## src/rtl/zc_pkg.sv

```systemverilog
// Shared definitions for the zero-crossing phase capture block: FSM encoding,
// default comparator constants and the phase width used by the phase-lock controller.
package zc_pkg;

  localparam int PHASE_W     = 16;
  localparam int ADC_MID_DEF = 2048;
  localparam int HYST_DEF    = 64;

  typedef enum logic [1:0] {
    WAIT_LOW  = 2'd0,
    WAIT_HIGH = 2'd1,
    HOLDOFF   = 2'd2
  } zc_state_e;

  function automatic logic [PHASE_W-1:0] phase_add(input logic [PHASE_W-1:0] a,
                                                   input logic [PHASE_W-1:0] b);
    return a + b;
  endfunction

endpackage

```

## src/rtl/zc_hyst_cmp.sv

```systemverilog
// Offset removal and strict hysteresis compare of one offset-binary ADC sample.
module zc_hyst_cmp
  import zc_pkg::*;
#(
  parameter int               ADC_W   = 12,
  parameter logic [ADC_W-1:0] ADC_MID = ADC_W'(ADC_MID_DEF),
  parameter logic [ADC_W-1:0] HYST    = ADC_W'(HYST_DEF)
) (
  input  logic [ADC_W-1:0] adc_data,
  output logic             is_low,
  output logic             is_high
);

  logic signed [ADC_W:0] sample_s;
  logic signed [ADC_W:0] hyst_s;

  // Samples sitting exactly on +/-HYST deliberately qualify as neither.
  always_comb begin
    sample_s = $signed({1'b0, adc_data}) - $signed({1'b0, ADC_MID});
    hyst_s   = $signed({1'b0, HYST});
    is_low   = (sample_s < -hyst_s);
    is_high  = (sample_s > hyst_s);
  end

endmodule

```

## src/rtl/zc_phase_capture.sv

```systemverilog
// Rising zero-crossing detector that latches the offset-corrected DDS phase and flags loss of signal.
// Optional macro ZC_PERIOD_CAPTURE_EN adds the zc_period output (clocks between accepted crossings).
module zc_phase_capture
  import zc_pkg::*;
#(
  parameter int               ADC_W        = 12,
  parameter logic [ADC_W-1:0] ADC_MID      = ADC_W'(ADC_MID_DEF),
  parameter logic [ADC_W-1:0] HYST         = ADC_W'(HYST_DEF),
  parameter logic [15:0]      HOLDOFF_CLKS = 16'd600,
  parameter logic [23:0]      TIMEOUT_CLKS = 24'd6000000,
  parameter logic [15:0]      PHASE_OFFSET = 16'd0
) (
  input  logic               clk_60m,
  input  logic               rst,
  input  logic               adc_valid,
  input  logic [ADC_W-1:0]   adc_data,
  input  logic [PHASE_W-1:0] dds_phase16,
  output logic               phase_strobe,
  output logic [PHASE_W-1:0] phase_at_zc16,
`ifdef ZC_PERIOD_CAPTURE_EN
  output logic [23:0]        zc_period,
`endif
  output logic               sig_lost
);

  zc_state_e          state_q, state_d;
  logic [15:0]        hold_cnt_q, hold_cnt_d;
  logic [23:0]        tmo_cnt_q, tmo_cnt_d;
  logic               sig_lost_q, sig_lost_d;
  logic               strobe_q, strobe_d;
  logic [PHASE_W-1:0] phase_q, phase_d;
  logic               accept_s;
  logic               is_low_s;
  logic               is_high_s;
  logic               hold_done_s;

  zc_hyst_cmp #(
    .ADC_W   (ADC_W),
    .ADC_MID (ADC_MID),
    .HYST    (HYST)
  ) u_cmp (
    .adc_data (adc_data),
    .is_low   (is_low_s),
    .is_high  (is_high_s)
  );

  assign hold_done_s = (({1'b0, hold_cnt_q} + 17'd1) >= {1'b0, HOLDOFF_CLKS});

  // Crossing FSM: arm on a low sample, accept on a high one, then sit out the holdoff.
  always_comb begin
    state_d    = state_q;
    hold_cnt_d = hold_cnt_q;
    accept_s   = 1'b0;
    case (state_q)
      WAIT_LOW: begin
        if (adc_valid && is_low_s) begin
          state_d = WAIT_HIGH;
        end else begin
          state_d = WAIT_LOW;
        end
      end
      WAIT_HIGH: begin
        if (adc_valid && is_high_s) begin
          accept_s   = 1'b1;
          state_d    = HOLDOFF;
          hold_cnt_d = 16'd0;
        end else begin
          state_d = WAIT_HIGH;
        end
      end
      HOLDOFF: begin
        if (hold_done_s) begin
          state_d    = WAIT_LOW;
          hold_cnt_d = 16'd0;
        end else begin
          hold_cnt_d = hold_cnt_q + 16'd1;
        end
      end
      default: begin
        state_d    = WAIT_LOW;
        hold_cnt_d = 16'd0;
      end
    endcase
  end

  // Capture, strobe and saturating loss-of-signal timer.
  always_comb begin
    strobe_d   = accept_s;
    phase_d    = phase_q;
    tmo_cnt_d  = tmo_cnt_q;
    sig_lost_d = sig_lost_q;
    if (accept_s) begin
      phase_d    = phase_add(dds_phase16, PHASE_OFFSET);
      tmo_cnt_d  = 24'd0;
      sig_lost_d = 1'b0;
    end else begin
      if (tmo_cnt_q >= TIMEOUT_CLKS) begin
        tmo_cnt_d = TIMEOUT_CLKS;
      end else begin
        tmo_cnt_d = tmo_cnt_q + 24'd1;
      end
      if (tmo_cnt_d >= TIMEOUT_CLKS) begin
        sig_lost_d = 1'b1;
      end else begin
        sig_lost_d = sig_lost_q;
      end
    end
  end

  // State and output registers.
  always_ff @(posedge clk_60m) begin
    if (rst) begin
      state_q    <= WAIT_LOW;
      hold_cnt_q <= 16'd0;
      tmo_cnt_q  <= 24'd0;
      sig_lost_q <= 1'b1;
      strobe_q   <= 1'b0;
      phase_q    <= '0;
    end else begin
      state_q    <= state_d;
      hold_cnt_q <= hold_cnt_d;
      tmo_cnt_q  <= tmo_cnt_d;
      sig_lost_q <= sig_lost_d;
      strobe_q   <= strobe_d;
      phase_q    <= phase_d;
    end
  end

  assign phase_strobe  = strobe_q;
  assign phase_at_zc16 = phase_q;
  assign sig_lost      = sig_lost_q;

`ifdef ZC_PERIOD_CAPTURE_EN
  logic [23:0] iv_cnt_q, iv_cnt_d;
  logic [23:0] iv_inc_s;
  logic [23:0] period_q, period_d;

  // Free-running interval counter; the incremented value is what a crossing reports.
  always_comb begin
    if (iv_cnt_q == 24'hFFFFFF) begin
      iv_inc_s = iv_cnt_q;
    end else begin
      iv_inc_s = iv_cnt_q + 24'd1;
    end
    iv_cnt_d = iv_inc_s;
    period_d = period_q;
    if (accept_s) begin
      iv_cnt_d = 24'd0;
      period_d = iv_inc_s;
    end else begin
      period_d = period_q;
    end
  end

  // Interval registers.
  always_ff @(posedge clk_60m) begin
    if (rst) begin
      iv_cnt_q <= 24'd0;
      period_q <= 24'd0;
    end else begin
      iv_cnt_q <= iv_cnt_d;
      period_q <= period_d;
    end
  end

  assign zc_period = period_q;
`endif

endmodule

```

## config.mk

```make
export PLATFORM = sky130hd
export DESIGN_NAME = zc_phase_capture
export DESIGN_NICKNAME = d
export VERILOG_FILES = /design/src/rtl/zc_pkg.sv /design/src/rtl/zc_hyst_cmp.sv /design/src/rtl/zc_phase_capture.sv
export SDC_FILE = /design/constraint.sdc
export NUM_CORES = 1
export LEC_CHECK = 0
export CORE_UTILIZATION = 31
export DETAILED_ROUTE_END_ITERATION = 12
export PLACE_DENSITY = 0.52
export SLEW_MARGIN = 30
export SYNTH_ARGS = -nofsm -noshare
export SYNTH_HDL_FRONTEND = slang
export SYNTH_SLANG_ARGS = --single-unit
```

## constraint.sdc

```tcl
create_clock -name clk_60m -period 2.12 [get_ports clk_60m]
set_input_delay 0.424 -clock clk_60m [delete_from_list [all_inputs] [get_ports clk_60m]]
set_output_delay 0.424 -clock clk_60m [all_outputs]
set_load 0.005 [all_outputs]
```

==> results of run 1 <==
==> power by group <==
part / switching [mW] / internal [mW] / total, mW / leakage (nW)
sequential: 0.0251 / 1.15 / 1.18 / 0.490
clock: 0.480 / 0.783 / 1.26 / 0.120
combinational: 0.103 / 0.133 / 0.236 / 1.01
total: 0.608 / 2.07 / 2.68 / 1.62
==> flip-flops by register name, summed over array words and instances (netlist names) <==
signal and flops:
tmo_cnt_q 24, hold_cnt_q 16, phase_at_zc16 16, state_q 2, phase_strobe 1, sig_lost 1
==> logic make-up after synthesis <==
| group | Yosys count |
|---|---|
| simple gates | 164 |
| compound gates | 69 |
| flops | 60 |
| xor+xnor | 31 |
| buf+inv | 22 |
| mux | 17 |
| fa+ha+maj | 4 |
| other cells | 1 |
==> path summary, 6_finish.rpt <==
kind / startpoint / end / slack (ns) / cells after the start
hold / removal: phase_at_zc16[11]$_SDFFE_PP0P_ / phase_at_zc16[11]$_SDFFE_PP0P_ / 0.50 / 2
setup / recovery: adc_data[0] / sig_lost$_SDFFE_PP1P_ / 0.08 / 9
setup reg to reg: hold_cnt_q[0]$_SDFFE_PP0P_ / hold_cnt_q[8]$_SDFFE_PP0P_ / 0.09 / 8
hold reg to reg: phase_at_zc16[11]$_SDFFE_PP0P_ / phase_at_zc16[11]$_SDFFE_PP0P_ / 0.50 / 2
==> cells in the final DEF, fill, tap and decap left out, drive strengths merged, types with 5 or more instances in the layout <==
cell / count
and4: 6
mux2i: 16
o21ai: 14
nor2: 42
nand2: 26
nand3: 20
inv: 9
dfxtp: 60
nor3: 20
clkdlybuf4s50: 45
a21oi: 18
and2: 10
and3: 7
clkbuf: 10
xnor2: 14
o211ai: 5
nor4: 5
buf: 52
nand4: 6
xor2: 17
==> area by class of cell <==
class | count | area, sq um | area share
tap | 133 | 166.4 | 0.03636
clock inverter | 6 | 112.6 | 0.02460
clock buffer | 10 | 127.6 | 0.02788
inverter | 9 | 33.78 | 0.007381
multi-input combinational | 287 | 2042 | 0.4461
sequential | 60 | 1207 | 0.2638
timing repair buffer | 100 | 887.1 | 0.1938
==> routing by layer <==
metal | wire, um | vias to the layer above | track usage
li1 | - | 1528 | -
met1 | 3804 | 1423 | 0.1942
met2 | 3875 | 50 | 0.2507
met3 | 238 | 17 | 0.02706
met4 | 203 | 0 | 0.08282
met5 | 0 | - | 0
==> worst reg2reg max path, delay by kind of cell, from the launching register on <==
kind	cells	cell delay, ns
AOI/OAI and AO/OA	1	0.10
adders and majority gates	1	0.19
buffers and inverters	1	0.19
DFF	1	0.31
muxes	1	0.37
and+or+nand+nor	4	0.79
==> cell usage after synthesis (4+ instances only) <==
cell / number
a21oi_1: 16
a31o_2: 4
a31oi_1: 4
and2_1: 10
and3_1: 7
and4_1: 6
buf_2: 6
clkbuf_1: 6
dfxtp_1: 60
ha_1: 4
inv_1: 9
mux2i_1: 16
nand2_1: 26
nand3_1: 18
nand4_1: 6
nor2_1: 42
nor3_1: 19
o211ai_1: 5
o21ai_0: 12
or3_1: 4
xnor2_1: 14
xor2_1: 17
==> what timing repair did <==
item                                    4_1_cts  5_1_grt
setup buffers                                 2        7
gates resized for setup                      16       22
gates cloned                                  0        1
endpoints found under the setup margin        9       34
pin swaps                                     7        6
==> per-stage QoR <==
stage	hold slack (ns)	TNS (ns)	setup slack, ns	cell area (sq um)
finish	0.4979	0	0.07853	4577
floorplan	0.4368	0	0.05242	3194
CTS	0.5047	0	0.007496	4434
global placement	0.4766	-16.42	-0.3503	4113
detailed placement	0.4868	-18.03	-0.4013	4113
global route	0.5205	-0.2284	-0.05229	4577
==> flow_metrics.tcl, run 1 <==
set metrics [dict create \
    cpMostUsedCell "buf_4" \
    clock_skew_ns 0.01231 \
    ioPinCount 49 \
    rows 36 \
    synthAdderAreaFrac 0.01567 \
    globalRoute.totalOverflow 0 \
    vias 3018 \
    finalWirelength_mm 8.121 \
    synth_top_family_by_area "simple AND/OR/NAND/NOR gates" \
    yosysTopAreaCell "dfxtp_1" \
    num_antenna_cells 0 \
    cts_hold_buffers 0 \
    ys.flop_type "dfxtp_1" \
    max-vdd-ir-drop_mv 0.2935 \
    portBuffers 48 \
    worstPathMaxFanout 4 \
    initialDrtViolationCount 91 \
    cpMaxStageDelayCell "or4_4" \
    grt_pass1_wl_mm 13.54 \
    nNetsFinal 502 \
    fill_cells 980 \
    ys_seq_area_frac 0.3760 \
    muxShareOfSynthArea 0.05366 \
    antenna_found_initial 0 \
    rsz0062_at_grt "yes" \
    worstPathArrival_ns 2.32 \
    status "finished, final reports clean" \
    syn_inst 368 \
    initial_core_util 0.3238 \
    startpoint_type "input pin" \
    hpwlAfterDp_mm 5.662 \
    root_buffer "clkbuf_8" \
    htree_levels 3 \
    maxSlewHeadroom 0.6532 \
    cp_data_required_time_ns 2.40 \
    die-area_sq_um 10710 \
    path_cells "clkdlybuf4s50_1 > or4_4 > o31ai_4 > a211oi_2 > buf_4 > buf_4 > nand2_1 > o21ai_0 > o21ai_1" \
    hold_class "register to register" \
    grtUsageTotal 0.1543 \
    critical-path-max-stage-delay_ns 0.43 \
    powerDensity_nw_per_um2 585.1 \
    syn_nets 403 \
    cts.sinks 60 \
    critPathTopFamily "compound AO/OA/AOI/OAI gates" \
    die_x_um 103.5 \
    avgSynthCellArea_sq_um 8.680 \
    end_kind "register" \
    ys_warn_count 0 \
    remaining_drc_errors 0 \
    fin_cells 605 \
    synth_area_sq_um 3194 \
    drv_cap 0 \
    power_leakage_nw 1.617 \
    finalSetupViolCount 0 \
    ant_nets 0 \
    area_growth_syn_to_layout_pct 43.28 \
    die_h_um 103.5 \
    synth-compound-area-share 0.1555 \
    cts_tree "built" \
    grt_max_degree 22 \
    synth-seq-cells 60 \
    drt_pre_antenna_iters 4 \
    grt_pass1_vias 2945 \
    worstSkewPairLatency_ns 0.35 \
    async_flop_share 0 \
    via_per_inst 4.988 \
    slew_viol_final 0 \
    placed_cells 579 \
    period_share 0.9630 \
    max_freq_ghz 0.4898 \
    drive_gt1_frac 0.2458 \
    wl_per_cell_um 13.42 \
    min_period_ns 2.041 \
    synth.distinct_cells 61 \
    yosys.area_share.simple 0.2824 \
    core_sq_um 9864 \
    clk_path_buf_depth 2 \
    post-route-util 0.4640 \
    criticalPathCategory "input pin to register" \
    synth_edf_count 0 \
    tightestPinTransition_ns 0.5154 \
    critPathBufInv 3 \
    gp_congestion 0.8001 \
    total_power_mw 2.678 \
    synth_top_area_share 0.3760 \
    cts_made_buffers 9 \
    synth_xor_area_frac 0.08500 \
    synth_area_leaders "dfxtp_1 (38%), mux2i_1 (5.0%), nor2_1 (4.9%)" \
    hold_viol 0 \
    path_clk_slew_ns 0.08 \
]
(Power assumes the default switching activity.)
==> inputs of run 2 (changes only) <==
--- a/config.mk
+++ b/config.mk
@@ -12,3 +12,4 @@
 export SYNTH_ARGS = -nofsm -noshare
 export SYNTH_HDL_FRONTEND = slang
 export SYNTH_SLANG_ARGS = --single-unit
+export TNS_END_PERCENT = 10
==> flow_metrics.tcl, run 2 (synthesized netlist as in run 1, its figures left out) <==
set metrics [dict create \
    status "finished, final reports clean" \
    fin_setup_tns_ns 0 \
    cts.sinks 60 \
    grtUsageTotal 0.1543 \
    hpwlAfterDp_mm 5.662 \
    rows 36 \
    cts_made_buffers 9 \
    final_cell_mix "dfxtp_1 (55), buf_4 (49), clkdlybuf4s50_1 (45)" \
    via_per_inst 4.980 \
    clk_path_buf_depth 2 \
    initialDrtViolationCount 89 \
    num_antenna_cells 0 \
    layout_commonest_cell "dfxtp_1" \
    gp_congestion 0.8001 \
    core_sq_um 9864 \
    min_from "phase_at_zc16[11]$_SDFFE_PP0P_" \
    r2r_cells 8 \
    holdPathStages 2 \
    cp_data_required_time_ns 2.40 \
    die_x_um 103.5 \
    rsz0062_at_grt "yes" \
    setup_ws_ns 0.07848 \
    reg2reg_from "hold_cnt_q[0]$_SDFFE_PP0P_" \
    post-route-util 0.4640 \
    initial_core_util 0.3238 \
    finalSetupViolCount 0 \
    ioPinCount 49 \
    max-vdd-ir-drop_mv 0.2935 \
    ant_nets 0 \
    cts_tree "built" \
    die_h_um 103.5 \
    worstPathArrival_ns 2.32 \
    grt_pass1_vias 2945 \
    period_share 0.9630 \
    tightestPinTransition_ns 0.5154 \
    powerDensity_nw_per_um2 585.1 \
    nNetsFinal 502 \
    startpoint "adc_data[0]" \
    antenna_found_initial 0 \
    die-area_sq_um 10710 \
    worstSkewPairLatency_ns 0.35 \
    globalRoute.totalOverflow 0 \
    htree_levels 3 \
    root_buffer "clkbuf_8" \
    rrSetupSlack_ns 0.09 \
    vias 3013 \
    drt_pre_antenna_iters 4 \
    clock_skew_ns 0.01231 \
    slew_viol_final 0 \
    wl_per_cell_um 13.42 \
    reg2reg_to "hold_cnt_q[8]$_SDFFE_PP0P_" \
    area_growth_syn_to_layout_pct 43.28 \
    remaining_drc_errors 0 \
    startpoint_type "input pin" \
    grt_pass1_wl_mm 13.54 \
    portBuffers 48 \
    drive_gt1_frac 0.2458 \
    pre_cts_ws_ns -0.4013 \
    largest_reg_flops 24 \
    finalWirelength_mm 8.122 \
    drv_cap 0 \
    end_kind "register" \
    hold_viol 0 \
    hold_class "register to register" \
    min_period_ns 2.042 \
    total_power_mw 2.678 \
    largest_register "tmo_cnt_q" \
    power_leakage_nw 1.617 \
    worstPathMaxFanout 4 \
    criticalPathCategory "input pin to register" \
    max_freq_ghz 0.4898 \
    maxSlewHeadroom 0.6532 \
    whs_endpoint "phase_at_zc16[11]$_SDFFE_PP0P_" \
    path_clk_slew_ns 0.08 \
    grt_max_degree 22 \
]
-- run 2: cell counts in the layout (fill, tap and decap cells not counted) --
Identical to the previous run, type by type.
-- run 2: timing repair --
item,in CTS,in global routing
hold buffers,0,0
setup endpoints to repair,9,34
endpoints found under the hold margin,0,0
buffers inserted,2,7
gates cloned,0,1
gates resized for setup,16,22
pin swaps,7,6
-- run 2: layer usage --
| layer | vias to the layer above | routed length [um] | share of wire | global-route usage |
|---|---|---|---|---|
| met5 | - | 0 | 0 | 0 |
| met4 | 0 | 203 | 0.025 | 0.08282 |
| met3 | 17 | 223 | 0.027 | 0.02706 |
| met2 | 48 | 3874 | 0.48 | 0.2507 |
| met1 | 1421 | 3820 | 0.47 | 0.1942 |
| li1 | 1527 | - | - | - |
-- run 2: stage by stage --
step	instances	hold WS (ns)	area (sq um)
finish	605	0.4979	4577
global route	605	0.5205	4577
CTS	597	0.5047	4434
detailed placement	579	0.4868	4113
global placement	579	0.4766	4113
floorplan	368	0.4368	3194
-- run 2: area by class of cell --
class / instances / area, sq um
Fill cell: 980 / 5288
Multi-Input combinational cell: 287 / 2042
Sequential cell: 60 / 1207
Timing Repair Buffer: 100 / 887.1
Tap cell: 133 / 166.4
Clock buffer: 10 / 127.6
Clock inverter: 6 / 112.6
Inverter: 9 / 33.78
-- run 2: power by group --
group / switching, mW / internal, mW / leakage (nW)
sequential: 0.0251 / 1.15 / 0.490
combinational: 0.103 / 0.133 / 1.01
clock: 0.480 / 0.783 / 0.120
total: 0.608 / 2.07 / 1.62
-- run 2: how the worst max path moves through the flow --
stage	to	slack, ns	cells after the start
after global routing	hold_cnt_q[1]$_SDFFE_PP0P_	-0.05	8
after CTS	hold_cnt_q[1]$_SDFFE_PP0P_	0.007	7
final	sig_lost$_SDFFE_PP1P_	0.08	9
after detailed placement	hold_cnt_q[6]$_SDFFE_PP0P_	-0.40	8
after floorplan	tmo_cnt_q[12]$_SDFF_PP0_	0.05	7
after global placement	hold_cnt_q[15]$_SDFFE_PP0P_	-0.35	8
-- run 2: worst max-delay path: stages --
cell             delay (ns)
clkdlybuf4s50_1        0.39
or4_4                  0.43
o31ai_4                0.24
a211oi_2               0.14
buf_4                  0.15
buf_4                  0.11
nand2_1                0.14
o21ai_0                0.13
o21ai_1                0.15
==> inputs of run 3 (changes only) <==
--- a/config.mk
+++ b/config.mk
@@ -8,6 +8,7 @@
 export CORE_UTILIZATION = 31
 export DETAILED_ROUTE_END_ITERATION = 12
 export PLACE_DENSITY = 0.52
+export SKIP_LAST_GASP = 1
 export SLEW_MARGIN = 30
 export SYNTH_ARGS = -nofsm -noshare
 export SYNTH_HDL_FRONTEND = slang
==> flow_metrics.tcl, run 3 (synthesized netlist as in run 1, its figures left out) <==
set metrics [dict create \
    critPathTopFamily "simple AND/OR/NAND/NOR gates" \
    clock_skew_ns 0.01231 \
    slew_viol_final 0 \
    startpoint_type "register" \
    critPathBufInv 1 \
    ioPinCount 49 \
    wl_per_cell_um 13.40 \
    antenna_found_initial 0 \
    critical-path-max-stage-delay_ns 0.37 \
    worstPathMaxFanout 5 \
    core_sq_um 9864 \
    initial_core_util 0.3238 \
    tightestPinTransition_ns 0.5154 \
    cts_made_buffers 9 \
    grt_pass1_vias 2945 \
    end_kind "register" \
    hold_class "register to register" \
    finalSetupViolCount 0 \
    die-area_sq_um 10710 \
    maxSlewHeadroom 0.6532 \
    min_period_ns 2.031 \
    worstSkewPairLatency_ns 0.35 \
    die_h_um 103.5 \
    clk_path_buf_depth 2 \
    period_share 0.9581 \
    layout_commonest_cell "dfxtp_1" \
    drive_gt1_frac 0.2436 \
    vias 3016 \
    p_int_mw 2.069 \
    max_freq_ghz 0.4923 \
    max-vdd-ir-drop_mv 0.2935 \
    rsz0062_at_grt "yes" \
    grt_pass1_wl_mm 13.54 \
    cp_data_required_time_ns 2.39 \
    status "finished, final reports clean" \
    remaining_drc_errors 0 \
    drt_pre_antenna_iters 4 \
    p_comb_frac 0.088 \
    die_x_um 103.5 \
    rows 36 \
    hpwlAfterDp_mm 5.662 \
    cts_hold_buffers 0 \
    worstPathArrival_ns 2.30 \
    path_cells "ha_2 > and2_4 > nand4_1 > mux2_2 > nor4_4 > buf_4 > a21oi_4 > nor3_2" \
    grtUsageTotal 0.1543 \
    cts.sinks 60 \
    gp_congestion 0.8001 \
    switching_share 0.2271 \
    powerDensity_nw_per_um2 586.0 \
    nNetsFinal 502 \
    num_antenna_cells 0 \
    initialDrtViolationCount 99 \
    grt_max_degree 22 \
    criticalPathCategory "register to register" \
    root_buffer "clkbuf_8" \
    ant_nets 0 \
    via_per_inst 4.985 \
    power_leakage_nw 1.614 \
    fin_cells 605 \
    htree_levels 3 \
    fill_cells 982 \
    final_cell_mix "dfxtp_1 (55), buf_4 (50), clkdlybuf4s50_1 (45)" \
    netSwitchingPower_mw 0.6078 \
    area_growth_syn_to_layout_pct 43.01 \
    largest_register "tmo_cnt_q" \
    clkPwrFrac 0.472 \
    portBuffers 48 \
    multi_input_area_sq_um 2037 \
    regArea_sq_um 1207 \
    hold_viol 0 \
    cpMaxStageDelayCell "mux2_2" \
    finalWirelength_mm 8.109 \
    largest_reg_flops 24 \
    globalRoute.totalOverflow 0 \
    path_clk_slew_ns 0.08 \
    placed_cells 579 \
    total_power_mw 2.677 \
    drv_cap 0 \
    cts_tree "built" \
    seqPwrFrac 0.441 \
]
[run 3: cell counts in the layout (fill, tap and decap cells not counted)]
No cell type changed its count.
[run 3: what timing repair did]
action                                 in CTS  in global routing
endpoints found under the hold margin       0                  0
gates resized for setup                    16                 20
cloned                                      0                  1
setup endpoints to repair                   9                 34
setup buffers                               2                  7
pin swaps                                   7                  6
[run 3: layer usage]
metal | vias up | wire length [um] | track usage
met5 | - | 0 | 0
met4 | 0 | 203 | 0.08282
met3 | 17 | 221 | 0.02706
met2 | 48 | 3861 | 0.2507
met1 | 1424 | 3822 | 0.1942
li1 | 1527 | - | -
[run 3: area by class of cell]
type | count | share of cell area
sequential | 60 | 0.2643
tap | 133 | 0.03643
inverter | 9 | 0.007395
multi-input combinational | 287 | 0.4459
clock buffer | 10 | 0.02794
clock inverter | 6 | 0.02465
timing repair buffer | 100 | 0.1934
[run 3: final timing paths]
check / slack, ns / start / end / depth (start not counted)
hold / removal: 0.50 / phase_at_zc16[11]$_SDFFE_PP0P_ / phase_at_zc16[11]$_SDFFE_PP0P_ / 2
setup / recovery: 0.09 / hold_cnt_q[0]$_SDFFE_PP0P_ / hold_cnt_q[8]$_SDFFE_PP0P_ / 8
hold reg to reg: 0.50 / phase_at_zc16[11]$_SDFFE_PP0P_ / phase_at_zc16[11]$_SDFFE_PP0P_ / 2
setup reg to reg: 0.09 / hold_cnt_q[0]$_SDFFE_PP0P_ / hold_cnt_q[8]$_SDFFE_PP0P_ / 8
[run 3: worst register-to-register path, stage by stage, from the launching register on]
cell	delay, ns
dfxtp_1	0.31
ha_2	0.20
and2_4	0.18
nand4_1	0.11
mux2_2	0.37
nor4_4	0.30
buf_4	0.19
a21oi_4	0.10
nor3_2	0.20
[run 3: stage by stage]
stage	util	TNS [ns]	worst slack [ns]	instance area [sq um]	hold WS [ns]
after floorplan	-	0	0.05242	3194	0.4368
after global placement	0.4169	-16.42	-0.3503	4113	0.4766
after detailed placement	0.4169	-18.03	-0.4013	4113	0.4868
after CTS	0.4495	0	0.007496	4434	0.5047
after global routing	0.4631	-0.2573	-0.05229	4568	0.5205
final	0.4631	0	0.08879	4568	0.4979
[run 3: power by group through the flow]
stage / registers, mW / logic [mW] / clock network [mW]
finish: 1.18 / 0.235 / 1.26
global route: 1.18 / 0.257 / 1.34
CTS: 1.18 / 0.226 / 1.30
detailed placement: 1.20 / 0.220 / 0
global placement: 1.20 / 0.217 / 0
floorplan: 1.20 / 0.0925 / 0
